### src/rtl/rbe_engine_sequencer.sv
// rbe_engine_sequencer: control FSM for one output tile of the engine core.
// The sequence is: clear the accumulators, load an activation tile, then stream
// weight bit-planes over the QA x QW bit loop for each Kin tile. An optional
// norm word follows. The block then waits until every column has accepted
// the output.
module rbe_engine_sequencer #(
  parameter int unsigned NR_COLUMN = 9,
  parameter int unsigned CNT_W     = 16,
  parameter int unsigned QMAX      = 8,
  localparam int unsigned QCFG_W   = $clog2(QMAX) + 1,
  localparam int unsigned IDX_W    = $clog2(QMAX)
) (
  input  logic                 clk_i,
  input  logic                 rst_i,
  input  logic                 clear_i,
  input  logic                 start_i,
  input  logic [CNT_W-1:0]     cfg_nb_kin_i,
  input  logic [QCFG_W-1:0]    cfg_qa_i,
  input  logic [QCFG_W-1:0]    cfg_qw_i,
  input  logic                 cfg_norm_en_i,
  input  logic                 act_valid_i,
  output logic                 act_ready_o,
  input  logic                 wgt_valid_i,
  output logic                 wgt_ready_o,
  input  logic                 norm_valid_i,
  output logic                 norm_ready_o,
  output logic                 out_valid_o,
  input  logic [NR_COLUMN-1:0] out_ready_i,
  output logic                 acc_clear_o,
  output logic                 acc_en_o,
  output logic [CNT_W-1:0]     kin_idx_o,
  output logic [IDX_W-1:0]     qa_idx_o,
  output logic [IDX_W-1:0]     qw_idx_o,
  output logic                 busy_o,
  output logic                 done_o
);

  typedef enum logic [2:0] {
    S_IDLE,
    S_CLR,
    S_LOAD,
    S_COMP,
    S_NORM,
    S_STREAM,
    S_DONE
  } state_t;

  state_t               state_q, state_d;
  logic [CNT_W-1:0]     kin_last_q, kin_q;
  logic [IDX_W-1:0]     qa_last_q, qw_last_q, qa_q, qw_q;
  logic                 norm_en_q;
  logic [NR_COLUMN-1:0] mask_q;

  logic act_hs, wgt_hs, norm_hs;
  logic qw_wrap, qa_wrap, kin_wrap, stream_full;

  // The last valid bit index: 0 means 1 bit; anything above QMAX clamps to QMAX bits.
  function automatic logic [IDX_W-1:0] bits_to_last(input logic [QCFG_W-1:0] v);
    if (v == '0)
      return '0;
    else if (v > QCFG_W'(QMAX))
      return IDX_W'(QMAX - 1);
    else
      return IDX_W'(v - QCFG_W'(1));
  endfunction

  assign act_hs      = act_valid_i & act_ready_o;
  assign wgt_hs      = wgt_valid_i & wgt_ready_o;
  assign norm_hs     = norm_valid_i & norm_ready_o;
  assign qw_wrap     = (qw_q == qw_last_q);
  assign qa_wrap     = (qa_q == qa_last_q);
  assign kin_wrap    = (kin_q == kin_last_q);
  assign stream_full = &(mask_q | out_ready_i);

  assign acc_en_o  = wgt_hs;
  assign kin_idx_o = kin_q;
  assign qa_idx_o  = qa_q;
  assign qw_idx_o  = qw_q;

  // Next-state selection; reset and clear override every transition.
  always_comb begin
    state_d = state_q;
    unique case (state_q)
      S_IDLE:   if (start_i) state_d = S_CLR;
      S_CLR:    state_d = S_LOAD;
      S_LOAD:   if (act_hs) state_d = S_COMP;
      S_COMP: begin
        if (wgt_hs && qw_wrap && qa_wrap) begin
          if (!kin_wrap)
            state_d = S_LOAD;
          else if (norm_en_q)
            state_d = S_NORM;
          else
            state_d = S_STREAM;
        end
      end
      S_NORM:   if (norm_hs) state_d = S_STREAM;
      S_STREAM: if (stream_full) state_d = S_DONE;
      S_DONE:   state_d = S_IDLE;
      default:  state_d = S_IDLE;
    endcase
    if (rst_i || clear_i) state_d = S_IDLE;
  end

  // State, loop counters, latched config, column mask, and registered control outputs.
  // The outputs are decoded from the next state. As a result, each one is valid in
  // the same cycle as the state it belongs to.
  always_ff @(posedge clk_i) begin
    if (rst_i || clear_i) begin
      state_q      <= S_IDLE;
      kin_q        <= '0;
      qa_q         <= '0;
      qw_q         <= '0;
      kin_last_q   <= '0;
      qa_last_q    <= '0;
      qw_last_q    <= '0;
      norm_en_q    <= 1'b0;
      mask_q       <= '0;
      act_ready_o  <= 1'b0;
      wgt_ready_o  <= 1'b0;
      norm_ready_o <= 1'b0;
      out_valid_o  <= 1'b0;
      acc_clear_o  <= 1'b0;
      busy_o       <= 1'b0;
      done_o       <= 1'b0;
    end else begin
      state_q      <= state_d;
      act_ready_o  <= (state_d == S_LOAD);
      wgt_ready_o  <= (state_d == S_COMP);
      norm_ready_o <= (state_d == S_NORM);
      out_valid_o  <= (state_d == S_STREAM);
      acc_clear_o  <= (state_d == S_CLR);
      busy_o       <= (state_d != S_IDLE);
      done_o       <= (state_d == S_DONE);

      unique case (state_q)
        S_IDLE: begin
          if (start_i) begin
            kin_last_q <= (cfg_nb_kin_i == '0) ? '0 : cfg_nb_kin_i - CNT_W'(1);
            qa_last_q  <= bits_to_last(cfg_qa_i);
            qw_last_q  <= bits_to_last(cfg_qw_i);
            norm_en_q  <= cfg_norm_en_i;
          end
        end
        S_CLR: begin
          kin_q <= '0;
          qa_q  <= '0;
          qw_q  <= '0;
        end
        S_COMP: begin
          if (wgt_hs) begin
            if (qw_wrap) begin
              qw_q <= '0;
              if (qa_wrap) begin
                qa_q <= '0;
                if (!kin_wrap) kin_q <= kin_q + CNT_W'(1);
              end else begin
                qa_q <= qa_q + IDX_W'(1);
              end
            end else begin
              qw_q <= qw_q + IDX_W'(1);
            end
          end
        end
        S_STREAM: begin
          if (stream_full)
            mask_q <= '0;
          else
            mask_q <= mask_q | out_ready_i;
        end
        default: ;
      endcase
    end
  end

endmodule

### config.mk
export PLATFORM = sky130hd
export DESIGN_NAME = rbe_engine_sequencer
export DESIGN_NICKNAME = d
export VERILOG_FILES = /design/src/rtl/rbe_engine_sequencer.sv
export SDC_FILE = /design/constraint.sdc
export NUM_CORES = 1
export LEC_CHECK = 0
export CAP_MARGIN = 10
export CORE_MARGIN = 1
export CORE_UTILIZATION = 30
export DETAILED_ROUTE_END_ITERATION = 8
export PLACE_DENSITY = 0.54
export SLEW_MARGIN = 20
export SYNTH_ARGS = -nofsm -noshare
export SYNTH_HDL_FRONTEND = slang
export SYNTH_SLANG_ARGS = --single-unit
export TNS_END_PERCENT = 1
### constraint.sdc
create_clock -name clk_i -period 2.3 [get_ports clk_i]
set_clock_uncertainty 0.05 [all_clocks]
set_input_delay 0.46 -clock clk_i [delete_from_list [all_inputs] [get_ports clk_i]]
set_output_delay 0.46 -clock clk_i [all_outputs]
set_load 0.05 [all_outputs]
==> results.ini <==
[synthesis]
synth_top_family_by_area=simple AND/OR/NAND/NOR gates
syn_inst=392
yosysTopAreaCellShare_pct=39.6
synthTopCellsByArea=dfxtp_1 (40%), xnor2_1 (7.6%), nor2_1 (6.4%), a21oi_1 (4.0%), nand2_1 (3.5%)
syn_avg_cell_area_um2=8.26
ys_seq_area_share_pct=39.6
synth.area.mux_share_pct=3.75
ys_async_sr_fraction_pct=0
yosys_warnings=0
synth_fa_ha_area_share_pct=2.63
synth.cell_area_mm2=0.00324
synth_compound_area_share_pct=13.9
synth_ff_type=dfxtp_1
synth_xor_area_share_pct=9.97
synthDistinctLibCells=51
synth_top_area_cell=dfxtp_1
synth_seq_cells=64
synth_edf_count=0
syn-num-nets=439
yosys.area_share.simple_pct=26.3

[setup_path]
slowest_stage=clkdlybuf4s50_1
reg2reg_from=qw_idx_o[0]
r2r_slack_ps=170
worst-r2r-cell-count=7
cp_data_arrival_time_ps=1720
crit_buf_inv=2
worst_setup_path_end_kind=output port
max_stage_delay_ps=820
path_class=reg2out
worstSetupStartpointType=flip-flop
crit_chain=buf_4 -> clkdlybuf4s50_1
cp_max_fo=5
crit_start=kin_idx_o[12]
crit_family=buffers and inverters
cp.required_ps=1790
worst_r2r_endpoint=norm_ready_o

[cells_and_area]
final_cell_mix=clkdlybuf4s50_1 (69), dfxtp_1 (63), nor2_1 (54)
antenna_cells=0
instances_no_fill=648
final_nets=554
drive_gt1_share_pct=15.4
final_common_cell=clkdlybuf4s50_1
area_growth_pct=44.7

[timing]
rsz0062_at_grt=false
fin_crit_ps=2230
finalCritPeriodShare_pct=97.1
worstMarginPinSlew_ps=536
finalHoldViolCount=0
setup_viol=0
slew_headroom_pct=64.2
slew_violations=0
clock.fmax_ghz=0.448

[grt]
antenna_found_initial=0
use_met3_pct=3.31
grt_pass1_wl_mm=14.5
grt-ovfl-total=0
grt_start_max_net_pins=19
grtUsageTotal_pct=16.5
grt_pass1_vias=2971
grtUsageMet2_pct=26.1
top_usage_layer=met2
use_met1_pct=22.0

[placement]
port_buffers=70
gp_congestion=0.841
dp_hpwl_mm=6.73
dpl.cell_count=632

[floorplanning]
pin_count=71
rows=37
die_w_um=106
start_util_pct=31.1
die_h_um=106
die_area_mm2=0.0112
coreArea_mm2=0.0104

[power_and_ir_drop]
vdd_drop_max_uv=343
cellPowerDensity_mw_per_mm2=575
power_mw=2.70
p_leak_nw=1.82

[clock_network]
clockBufferDepth=2
path_clk_slew_ps=70
cts_tree=yes
root_buffer=clkbuf_8
cts.sinks=64
cts-buffers-inserted=9
postCtsHoldBufs=0
clock_latency_ps=350
htreeDepth=3

[detailed_routing]
drtPass1Iterations=4
drtAntennaViolNets=0
vias=3125
drt_wl_total_mm=8.76
vias_per_cell=4.82
wl_per_cell_um=13.5
drt_iter0_markers=104
drc=0

[run]
drv_cap=0

[outcome]
status=finished clean

[min_path]
min_to=mask_q[0]
min_from=mask_q[0]
hp-class=reg2reg
hold_depth=2

Yosys cell counts, drive strengths merged, types with 2 or more instances:
cell,count
a21oi,26
a22oi,14
a31oi,2
and2,5
and3,7
and4,3
buf,4
clkbuf,13
dfxtp,64
ha,6
inv,14
mux2i,11
nand2,30
nand2b,2
nand3,10
nand3b,2
nand4,13
nor2,55
nor2b,4
nor3,8
nor3b,2
nor4,5
o21ai,15
o22ai,5
o31ai,2
or2,4
or3,13
or4,4
xnor2,29
xor2,7
logic make-up after synthesis:
| family | Yosys count |
|---|---|
| AND/OR/NAND/NOR | 168 |
| buffers and inverters | 31 |
| adder cells (fa/ha/maj) | 7 |
| XOR/XNOR | 36 |
| AO/OA/AOI/OAI | 74 |
| multiplexers | 12 |
| flip-flops | 64 |
sequential cells by signal, indices dropped and copies added, names as in the netlist, 3 cells and up:
signal / flops
qa_last_q: 3
mask_q: 9
kin_idx_o: 16
qw_idx_o: 3
qw_last_q: 3
qa_idx_o: 3
kin_last_q: 16
state_q: 3
worst register-to-register path, stage by stage (launching register included):
cell      delay [ps]
dfxtp_1          420
xnor2_1          170
nand4_1          150
or2_1            280
a221oi_1         430
buf_4            190
o21a_1           200
and3_1           190
worst max-delay path by stage:
stage	endpoint	slack, ps	depth (start not counted)
detailed placement	kin_idx_o[6]	-260	7
global placement	kin_idx_o[4]	-240	7
floorplan	kin_idx_o[7]	40	7
finish	kin_idx_o[12]	70	2
global route	kin_last_q[7]	4	7
CTS	kin_idx_o[2]	40	2
layout make-up:
class | count | area [µm²]
sequential | 64 | 1280
clock inverter | 6 | 116
multi-input combinational | 297 | 1840
inverter | 14 | 52.6
timing repair buffer | 121 | 1090
clock buffer | 10 | 138
fill | 1049 | 5730
tap | 136 | 170
power by group:
group / leakage, nW / total (mW) / internal (mW) / switching [mW]
clock network: 0.127 / 1.22 / 0.755 / 0.468
logic: 1.18 / 0.330 / 0.177 / 0.153
registers: 0.519 / 1.14 / 1.13 / 0.0164
per-stage QoR:
stage                     cell area, µm²  setup WS, ps  TNS [ps]  utilization, %  hold slack (ps)
final                               4690          67.3         0            45.0              424
after global routing                4690          4.33         0            45.0              454
after CTS                           4690          44.0         0            45.0              425
after detailed placement            4430          -262     -7030            42.5              406
after global placement              4430          -240     -5890            42.5              400
after floorplan                     3240          35.4         0               -              387
timing repair:
action / 4_1_cts / 5_1_grt
buffers inserted: 0 / 0
gates resized for setup: 0 / 1
setup endpoints to repair: 0 / 15
layer usage:
metal  part of all wire, %  vias to the layer above  wire (µm)
met3                   4.2                       12        364
met2                    45                       68       3950
met1                    49                     1424       4300
li1                      -                     1621          -
met4                   1.6                        0        141
met5                     0                        -          0
Power figures use the tool's default switching activity.
